## config.mk

```make
export PLATFORM = sky130hd
export DESIGN_NAME = regpair_sequencer
export DESIGN_NICKNAME = d
export VERILOG_FILES = /design/src/rtl/regpair_sequencer.sv
export SDC_FILE = /design/constraint.sdc
export NUM_CORES = 1
export LEC_CHECK = 0
export BUFFER_PORTS_ARGS = -buffer_cell sky130_fd_sc_hd__buf_2
export CAP_MARGIN = 20
export CELL_PAD_IN_SITES_DETAIL_PLACEMENT = 1
export CELL_PAD_IN_SITES_GLOBAL_PLACEMENT = 2
export CORE_MARGIN = 3
export CORE_UTILIZATION = 33
export DETAILED_ROUTE_END_ITERATION = 6
export PLACE_DENSITY_LB_ADDON = 0.08
export SETUP_SLACK_MARGIN = 0.5
export SLEW_MARGIN = 20
export SYNTH_ARGS = -nofsm -noshare
export SYNTH_HDL_FRONTEND = slang
export SYNTH_SLANG_ARGS = --single-unit
```

## constraint.sdc

```tcl
create_clock -name clk -period 5.65 [get_ports clk]
set_input_delay 0.8475 -clock clk [delete_from_list [all_inputs] [get_ports clk]]
set_output_delay 0.8475 -clock clk [all_outputs]
set_load 0.01 [all_outputs]
```

## src/rtl/regpair_sequencer.sv

```systemverilog
// regpair_sequencer: drives the AVR register file's single write port for
// 16-bit pair operations (MOVW, ADIW, SBIW). Each operation writes the low byte,
// then the high byte, then pulses done with the C/Z/N/V results.
// Every output is decoded from registered state and captured fields. The
// register-file read data is the only combinational input to the datapath.
module regpair_sequencer #(
    parameter int IMM_W = 6
) (
    input  logic             clk,
    input  logic             reset,
    input  logic             req,
    input  logic [1:0]       op,
    input  logic [3:0]       dst,
    input  logic [3:0]       src,
    input  logic [IMM_W-1:0] imm,
    output logic             busy,
    output logic             done,
    output logic             flag_c,
    output logic             flag_z,
    output logic             flag_n,
    output logic             flag_v,
    output logic             rf_we,
    output logic [4:0]       rf_add1,
    output logic [4:0]       rf_add2,
    output logic [7:0]       rf_din1,
    input  logic [7:0]       rf_dout1,
    input  logic [7:0]       rf_dout2
);

    localparam logic [1:0] S_IDLE = 2'd0;
    localparam logic [1:0] S_LO   = 2'd1;
    localparam logic [1:0] S_HI   = 2'd2;
    localparam logic [1:0] S_DONE = 2'd3;

    localparam logic [1:0] OP_MOVW = 2'b00;
    localparam logic [1:0] OP_ADIW = 2'b01;
    localparam logic [1:0] OP_SBIW = 2'b10;
    localparam logic [1:0] OP_NOP  = 2'b11;

    logic [1:0]       state_reg, state_next;
    logic [1:0]       op_reg;
    logic [3:0]       dst_reg;
    logic [3:0]       src_reg;
    logic [IMM_W-1:0] imm_reg;
    logic             cy_reg;       // carry/borrow out of the low byte
    logic             lo_zero_reg;  // low result byte was zero
    logic             flag_c_reg, flag_z_reg, flag_n_reg, flag_v_reg;

    logic [7:0] imm8;
    logic [8:0] alu9;               // bit 8 is the carry/borrow out of this byte
    logic       is_arith;

    // The immediate is zero-extended to 16 bits. Its high byte is therefore
    // always zero, so only the low byte is needed here.
    genvar gi;
    generate
        for (gi = 0; gi < 8; gi++) begin : g_imm_ext
            if (gi < IMM_W) begin : g_bit
                assign imm8[gi] = imm_reg[gi];
            end else begin : g_zero
                assign imm8[gi] = 1'b0;
            end
        end
    endgenerate

    assign is_arith = (op_reg == OP_ADIW) || (op_reg == OP_SBIW);

    // Next-state logic; a reserved opcode skips both write cycles.
    always_comb begin
        state_next = state_reg;
        case (state_reg)
            S_IDLE:  if (req) state_next = (op == OP_NOP) ? S_DONE : S_LO;
            S_LO:    state_next = S_HI;
            S_HI:    state_next = S_DONE;
            default: state_next = S_IDLE;
        endcase
    end

    // Byte ALU: the low byte uses the immediate, the high byte uses the saved carry.
    always_comb begin
        alu9 = 9'd0;
        if (state_reg == S_LO) begin
            case (op_reg)
                OP_ADIW: alu9 = {1'b0, rf_dout1} + {1'b0, imm8};
                OP_SBIW: alu9 = {1'b0, rf_dout1} - {1'b0, imm8};
                default: alu9 = {1'b0, rf_dout2};
            endcase
        end else if (state_reg == S_HI) begin
            case (op_reg)
                OP_ADIW: alu9 = {1'b0, rf_dout1} + {8'd0, cy_reg};
                OP_SBIW: alu9 = {1'b0, rf_dout1} - {8'd0, cy_reg};
                default: alu9 = {1'b0, rf_dout2};
            endcase
        end
    end

    // Moore decode of register-file controls and handshake outputs.
    always_comb begin
        rf_we   = 1'b0;
        rf_add1 = 5'd0;
        rf_add2 = 5'd0;
        rf_din1 = 8'd0;
        if (state_reg == S_LO) begin
            rf_we   = 1'b1;
            rf_add1 = {dst_reg, 1'b0};
            rf_add2 = {src_reg, 1'b0};
            rf_din1 = alu9[7:0];
        end else if (state_reg == S_HI) begin
            rf_we   = 1'b1;
            rf_add1 = {dst_reg, 1'b1};
            rf_add2 = {src_reg, 1'b1};
            rf_din1 = alu9[7:0];
        end
    end

    assign busy   = (state_reg != S_IDLE);
    assign done   = (state_reg == S_DONE);
    assign flag_c = flag_c_reg;
    assign flag_z = flag_z_reg;
    assign flag_n = flag_n_reg;
    assign flag_v = flag_v_reg;

    // State register.
    always_ff @(posedge clk or posedge reset) begin
        if (reset) state_reg <= S_IDLE;
        else       state_reg <= state_next;
    end

    // Capture the request fields on acceptance; they stay stable while busy.
    always_ff @(posedge clk or posedge reset) begin
        if (reset) begin
            op_reg  <= 2'd0;
            dst_reg <= 4'd0;
            src_reg <= 4'd0;
            imm_reg <= '0;
        end else if (state_reg == S_IDLE && req) begin
            op_reg  <= op;
            dst_reg <= dst;
            src_reg <= src;
            imm_reg <= imm;
        end
    end

    // Keep the low-byte carry and zero status for the high-byte cycle.
    always_ff @(posedge clk or posedge reset) begin
        if (reset) begin
            cy_reg      <= 1'b0;
            lo_zero_reg <= 1'b0;
        end else if (state_reg == S_LO) begin
            cy_reg      <= alu9[8];
            lo_zero_reg <= (alu9[7:0] == 8'd0);
        end
    end

    // Flags update at the end of the high-byte cycle, for ADIW/SBIW only.
    always_ff @(posedge clk or posedge reset) begin
        if (reset) begin
            flag_c_reg <= 1'b0;
            flag_z_reg <= 1'b0;
            flag_n_reg <= 1'b0;
            flag_v_reg <= 1'b0;
        end else if (state_reg == S_HI && is_arith) begin
            flag_c_reg <= alu9[8];
            flag_z_reg <= lo_zero_reg && (alu9[7:0] == 8'd0);
            flag_n_reg <= alu9[7];
            flag_v_reg <= (op_reg == OP_ADIW) ? (~rf_dout1[7] & alu9[7])
                                              : (rf_dout1[7] & ~alu9[7]);
        end
    end

endmodule

```

== Yosys cells after proc, flatten, opt, wreduce, memory -nomap -nowiden ==
Cells that the tools add are included.
Word-level totals
  register bits: 24
  output and inout bits: 25
  bits of input ports: 35
  logic and storage cells: 49
Cells by class
  bitwise logic cells: 4
  equality and inequality tests: 7
  reductions and logical operators: 7
  add/subtract/negate cells: 4
  mux-type cells: 16
Operator list (count)
  9-bit one-hot mux with 2 select lines: 2
  5-bit two-way mux: 4
  9-bit two-way mux: 2
  8-bit two-way mux: 2
  8-bit by 1-bit adder with 9-bit output: 1
  8-bit by 6-bit adder with 9-bit output: 1
  8-bit by 1-bit subtractor with 9-bit output: 1
  8-bit by 6-bit subtractor with 9-bit output: 1
  2-bit == test, second input constant: 4
  8-bit zero test: 1
  2-bit one-hot mux with 3 select lines: 1
  2-bit by 1-bit == test with 1-bit output, second input constant: 2
  2-bit two-way mux: 2
  1-bit logical AND: 3
  1-bit two-way mux: 3
  1-bit bitwise AND: 2
  2-bit zero test: 1
  2-bit inequality test, second input constant: 1
  1-bit NOT: 2
  2-bit nonzero test: 1
  1-bit logical OR: 1

== Longest topological paths before layout ==
Gate-level depths: netlist of the first run.
  depth after elaboration: 7
  gate-level depth with buffers: 13
  depth with buffers taken out: 12

== Worst setup path after synthesis of the first run ==
Ideal clock, no wire load.
  path type: flip-flop to output port
  start point: register op_reg[0]
  end point: output rf_din1[6]
  path slack: 2250 ps
  path buffers: 1
  required time: 4803 ps
  arrival: 2552 ps
  cell stages (with the launch flop): 11
  cells stage by stage: dfrtp_1 > inv_1 > ha_1 > clkbuf_1 > nand2b_1 > fa_1 > a21oi_1 > o211ai_1 > mux2i_1 > o211ai_1 > a221oi_1
Between the ends
  word-level cells in the longest chain between the ends: 6
  elaborated cells between the ends (all ways): 8
  classes of those cells: 2 x eq/ne; 6 x mux
RTL lines
  start: declaration: RTL line 41  | logic [1:0] op_reg;
  start signal: assignment: RTL line 137  | op_reg <= op;
  2-bit == test / 2-bit by 1-bit == test with 1-bit output (equally long branches): RTL line 83, 89
  9-bit one-hot mux with 2 select lines: RTL line 89  | case (op_reg)
  9-bit two-way mux: RTL line 88  | end else if (state_reg == S_HI) begin
  9-bit two-way mux *: RTL line 82  | if (state_reg == S_LO) begin
  8-bit two-way mux: RTL line 108  | end else if (state_reg == S_HI) begin
  8-bit two-way mux *: RTL line 103  | if (state_reg == S_LO) begin
  end: declaration: RTL line 25  | output logic [7:0] rf_din1,
Every way passes the cells marked *; elsewhere a longest branch is shown, timed or not.

== Worst setup path in the final report of the first run ==
Same ends and word-level chain as after synthesis.

==> results of run 1 <==
==> logic make-up after synthesis <==
family	count (synthesis)	synth area share [%]
buf+inv	24	5.01
xor+xnor	14	5.64
flops	24	27.6
mux	20	10.2
fa+ha+maj	26	15.7
compound gates	54	16.9
simple gates	80	19.0
==> synthesized netlist by cell type, types with 3 or more instances <==
| cell | count | area (um^2) |
|---|---|---|
| nand2_1 | 16 | 60.1 |
| nor2b_1 | 4 | 25.0 |
| and2_1 | 8 | 50.1 |
| a21oi_1 | 12 | 60.1 |
| xor2_1 | 5 | 43.8 |
| or2_2 | 3 | 18.8 |
| inv_1 | 17 | 63.8 |
| mux2_2 | 17 | 191 |
| o211ai_1 | 5 | 37.5 |
| ha_1 | 24 | 300 |
| nor3_1 | 5 | 25.0 |
| a21o_1 | 3 | 22.5 |
| a31oi_1 | 3 | 18.8 |
| nand3_1 | 3 | 15.0 |
| clkbuf_1 | 3 | 11.3 |
| or2_1 | 3 | 18.8 |
| xnor2_1 | 9 | 78.8 |
| o21a_1 | 3 | 22.5 |
| mux2i_1 | 3 | 30.0 |
| dfrtp_1 | 24 | 601 |
| o21ai_0 | 10 | 50.1 |
| nand2b_1 | 6 | 37.5 |
| nor2_1 | 23 | 86.3 |
==> cells in the final DEF (no fill, tap or decap), drive strengths merged, types with 4 or more instances in the layout <==
cell,n
xor2,5
buf,60
or2,6
o211ai,5
inv,18
nor2,23
xnor2,9
nand2,16
a21oi,13
ha,24
nor2b,4
and2,8
nand2b,6
o21ai,11
nor3,5
mux2,17
dfrtp,24
==> where the power goes <==
| part | switching, mW | internal (mW) | total [mW] |
|---|---|---|---|
| clock network | 0.0520 | 0.0476 | 0.0997 |
| logic | 0.777 | 0.600 | 1.38 |
| registers | 0.0586 | 0.255 | 0.314 |
| total | 0.887 | 0.903 | 1.79 |
==> stage by stage <==
| stage | setup slack [ns] | instance area [um^2] | instances | util (%) | hold slack (ns) |
|---|---|---|---|---|---|
| detailed placement | 1.81 | 2520 | 370 | 41.1 | 0.470 |
| CTS | 1.50 | 2560 | 373 | 41.8 | 0.490 |
| finish | 1.55 | 2590 | 374 | 42.2 | 0.480 |
| global placement | 1.86 | 2520 | 370 | 41.1 | 0.466 |
| global route | 1.26 | 2590 | 374 | 42.2 | 0.510 |
| floorplan | 2.25 | 2170 | 242 | - | 0.452 |
==> worst max-delay path: cells and delay by family, from the launching register on <==
family	cells	cell delay [ns]
AOI/OAI and AO/OA	4	0.89
adders and majority gates	2	0.84
and+or+nand+nor	1	0.43
DFF	1	0.38
buffers and inverters	2	0.24
muxes	1	0.19
==> cell type report <==
type,instances,area share (%)
Multi-Input combinational cell,194,56.5
Sequential cell,24,23.2
Timing Repair Buffer,60,12.5
Tap cell,75,3.62
Inverter,18,2.61
Clock buffer,3,1.59
==> worst max path at each step <==
stage	start	slack (ns)	depth (start not counted)	to
2_1_floorplan	op_reg[0]	2.25	10	rf_din1[6]
3_3_place_gp	rf_dout1[0]	1.86	11	rf_din1[6]
3_5_place_dp	op_reg[0]	1.81	10	rf_din1[6]
4_1_cts	op_reg[0]	1.50	10	rf_din1[6]
5_1_grt	op_reg[0]	1.26	10	rf_din1[6]
6_report	op_reg[0]	1.55	10	rf_din1[6]
==> per-layer routing <==
layer	vias up	global-route usage, %	part of all wire (%)
met4	0	1.67	0.13
li1	968	-	-
met3	2	2.93	4.0
met1	923	23.4	49
met5	-	0	0
met2	39	26.1	47
==> results.ini, run 1 <==
[clock_tree]
cts_setup_buffers=0
cts-resized-gates=0
path_clk_slew_ns=0.08
cts-root-buf=clkbuf_8
clkLatencyLatePin_ns=0.26
cts_hold_buf=0
cts-htree-levels=1
cts_buffers=3
cts_sinks=24
clockBufferDepth=2
cts_tree=done

[route]
drt-initial-drc-count=44
wl_per_cell_um=16.2
avgViaCountPerCell=5.17
drc_errors=0
ant_nets=0
dr.pass1.iters=4
dr_total_vias=1932
wl_um=6050

[yosys]
syn_nets=303
synth_area_mm2=0.00217
syn_area_per_cell_um2=8.98
synth_seq_cells=24
ys_seq_area_share_pct=27.6
yosys_warnings=0
ys_types=48
syn_inst=242
synthFlopType=dfrtp_1
synth_edf_count=0
async_reset_ff_share_pct=100

[worst_setup_path]
cp_max_fo=10
path_common_cell=o211ai_1
worst_r2r_startpoint=op_reg[0]
critPathKind=reg2out
reg2reg_depth=11
endpoint_kind=primary output
max_stage_delay_ns=0.54
slowest_stage=fa_1
path_cells=inv_1 -> ha_1 -> nand2b_1 -> fa_1 -> a21oi_1 -> o211ai_1 -> mux2i_1 -> o211ai_1 -> a221oi_1 -> buf_2
worstReg2RegEnd=lo_zero_reg
cp-start-kind=register
required_ns=4.80
critPathArrivalTime_ns=3.25
timing.reg2reg.setup_slack_ns=2.36

[final_layout]
drive_gt1_share_pct=30.4
area_growth_pct=19.2
nets=362
largest_reg_flops=6
n_fill_cell=768
regArea_um2=601
antenna_cells=0
multi_input_area_mm2=0.00146

[job]
drv_cap=0

[global_route]
grt_use_total_pct=16.2
grt_overflow=0
antenna_found_initial=0
grt_first_pass_wirelength_um=9790
grt_pass1_vias=1946
grt_max_degree=25

[placed_design]
place_hpwl_um=4940
port_buffers=59
finalWeightedCongestion=0.830

[sta]
finalCritPeriodShare_pct=72.6
min_period_ns=4.10
setup_violations=0
worstMarginPinSlew_ns=0.657
rsz0062_at_grt=no
max_freq_ghz=0.244
slew_headroom_pct=56.1
hold_violations=0
final_max_slew_viol_count=0
skew_ns=0.00275
fin_setup_tns_ns=0

[power_and_ir_drop]
power_leakage_nw=1.26
powerDensity_mw_per_mm2=691
ir_drop_mv=0.234
power_mw=1.79

[floorplanning]
core_mm2=0.00613
fp.dieH_um=87.2
design.die.area_mm2=0.00760
rows=28
die-width_um=87.2
start_util_pct=35.4
ios=60

[hold_path]
hp-class=reg2reg
min_to=flag_z
hold_start=flag_z
min_path_cells=2

[outcome]
status=finished clean

Note: power is estimated with default switching activity, not from simulation.
==> run 2, diff against run 1 <==
--- a/config.mk
+++ b/config.mk
@@ -10,7 +10,7 @@
 export CELL_PAD_IN_SITES_DETAIL_PLACEMENT = 1
 export CELL_PAD_IN_SITES_GLOBAL_PLACEMENT = 2
 export CORE_MARGIN = 3
-export CORE_UTILIZATION = 33
+export CORE_UTILIZATION = 28
 export DETAILED_ROUTE_END_ITERATION = 6
 export PLACE_DENSITY_LB_ADDON = 0.08
 export SETUP_SLACK_MARGIN = 0.5
==> constraint.sdc (replaced) <==
create_clock -name clk -period 3.6 [get_ports clk]
set_input_delay 0.54 -clock clk [delete_from_list [all_inputs] [get_ports clk]]
set_output_delay 0.54 -clock clk [all_outputs]
set_load 0.01 [all_outputs]
==> results.ini, run 2 (synthesized netlist as in run 1, its figures left out) <==
[placed_design]
finalWeightedCongestion=0.778  ; -6.3%
place_ws_ns=0.243  ; -1.57 ns
numPlacedInstances=399  ; +7.8%
port_buffers=59  ; unchanged
place_hpwl_um=5290  ; +7.2%
dpl_cell_area_mm2=0.00259  ; +2.7%

[sta]
slew_headroom_pct=40.7  ; -15 points
rsz0062_at_grt=yes
setup_slack_ns=0.356  ; -1.19 ns
skew_ns=0.00152  ; -0.00122 ns
hold_violations=0  ; unchanged
min_period_ns=3.24
max_freq_ghz=0.308
fin_setup_tns_ns=0  ; unchanged
worstMarginPinSlew_ns=0.889  ; +0.232 ns
setup_violations=0  ; unchanged
final_max_slew_viol_count=0  ; unchanged
finalCritPeriodShare_pct=90.1

[floorplanning]
start_util_pct=29.3  ; -6.1 points
rows=31  ; +11%
die-width_um=94.1  ; +8.0%
ios=60  ; unchanged
fp.dieH_um=94.1  ; +8.0%
design.die.area_mm2=0.00885  ; +17%
core_mm2=0.00741  ; +21%

[clock_tree]
cts_sinks=24  ; unchanged
cts_tree=done
path_clk_slew_ns=0.08  ; about the same
clockBufferDepth=2  ; unchanged
cts_buffers=3  ; unchanged
cts-root-buf=clkbuf_8
cts-htree-levels=1  ; unchanged
clkLatencyLatePin_ns=0.26  ; about the same

[power_and_ir_drop]
powerDensity_mw_per_mm2=1200  ; +74%
power_mw=3.61  ; +100%
ir_drop_mv=0.385  ; +64%
power_leakage_nw=1.42  ; +13%

[outcome]
status=finished clean

[final_layout]
largest_reg_flops=6  ; unchanged
drive_gt1_share_pct=43.8  ; +13 points
final_cell_mix=buf_2, dfrtp_1, nor2_1
area_growth_pct=37.9
nets=386  ; +6.6%
final_common_cell=buf_2
design_area_mm2=0.00300  ; +16%
finalNonFillerCells=423  ; +13%
antenna_cells=0  ; unchanged

[route]
wl_per_cell_um=16.2  ; +0.46%
drc_errors=0  ; unchanged
dr_total_vias=2055  ; +6.4%
drt-initial-drc-count=50  ; +14%
wl_um=6870  ; +14%
avgViaCountPerCell=4.86  ; -6.0%
ant_nets=0  ; unchanged
dr.pass1.iters=4  ; unchanged

[worst_setup_path]
path_cells=ha_4 -> buf_6 -> nor2_4 -> xnor2_2 -> ha_1 -> o21a_1 -> o31ai_4 -> a21oi_2 -> mux2i_1 -> a211oi_2 -> inv_1 -> buf_6
cp-start-kind=register
crit_buf_inv=3  ; +1
path_common_cell=buf_6
slowest_stage=dfrtp_1
required_ns=3.06  ; -1.74 ns
max_stage_delay_ns=0.43  ; -0.11 ns
critPathKind=reg2out
critPathArrivalTime_ns=2.70  ; -0.55 ns
endpoint_kind=primary output
crit_family=compound AO/OA/AOI/OAI gates
cp_max_fo=6  ; -4

[global_route]
met2_usage_pct=27.0  ; +0.88 points
antenna_found_initial=0  ; unchanged
grt_first_pass_wirelength_um=10900  ; +11%
grt_overflow=0  ; unchanged
grt_pass1_vias=2146  ; +10%
grt_use_total_pct=15.7  ; -0.44 points
top_usage_layer=met2
use_met1_pct=20.9  ; -2.4 points
grt_max_degree=25  ; unchanged
grtUsageMet3_pct=2.56  ; -0.37 points

[job]
drv_cap=0  ; unchanged

[hold_path]
hp-class=in2async

==> run 2: timing repair <==
action,4_1_cts,5_1_grt
buffers inserted,17,3
pin swaps,21,16
gates resized for setup,31,13
setup endpoints to repair,10,8
hold buffers,0,0
==> run 2: report_power, final <==
part / switching, mW / total, mW / leakage (nW) / internal, mW
clock: 0.0805 / 0.178 / 0.0288 / 0.0974
sequential: 0.106 / 0.506 / 0.289 / 0.401
combinational: 1.48 / 2.93 / 1.10 / 1.45
total: 1.66 / 3.61 / 1.42 / 1.95
==> run 2: metrics by stage <==
step / util [%] / hold slack, ns
2_1_floorplan: - / 0.452
3_3_place_gp: 34.9 / 0.478
3_5_place_dp: 34.9 / 0.466
4_1_cts: 39.5 / 0.485
5_1_grt: 40.5 / 0.489
6_report: 40.5 / 0.453
==> run 2: per-layer routing <==
| metal | vias to the layer above | wire length (um) |
|---|---|---|
| met5 | - | 0 |
| met4 | 0 | 87 |
| met3 | 8 | 245 |
| met2 | 49 | 3370 |
| met1 | 980 | 3170 |
| li1 | 1018 | - |
==> run 2: final timing paths <==
path                       startpoint           to  slack (ns)  cells past startpoint
max                         op_reg[1]   rf_din1[7]        0.36                     12
min                             reset   src_reg[3]        0.45                      2
max reg2reg                 op_reg[1]  lo_zero_reg        0.47                     15
min reg2reg                    flag_z       flag_z        0.48                      2
max in group asynchronous       reset    op_reg[0]        2.60                      2
min in group clk               flag_z       flag_z        0.48                      2
==> run 2: layout make-up <==
cell class              count  area [um^2]
flip-flops and latches     24          601
clock buffers               4         55.1
well taps                  99          124
repair buffers             84          512
inverters                  18         67.6
multi-input cells         194         1640
fillers                   878         4410
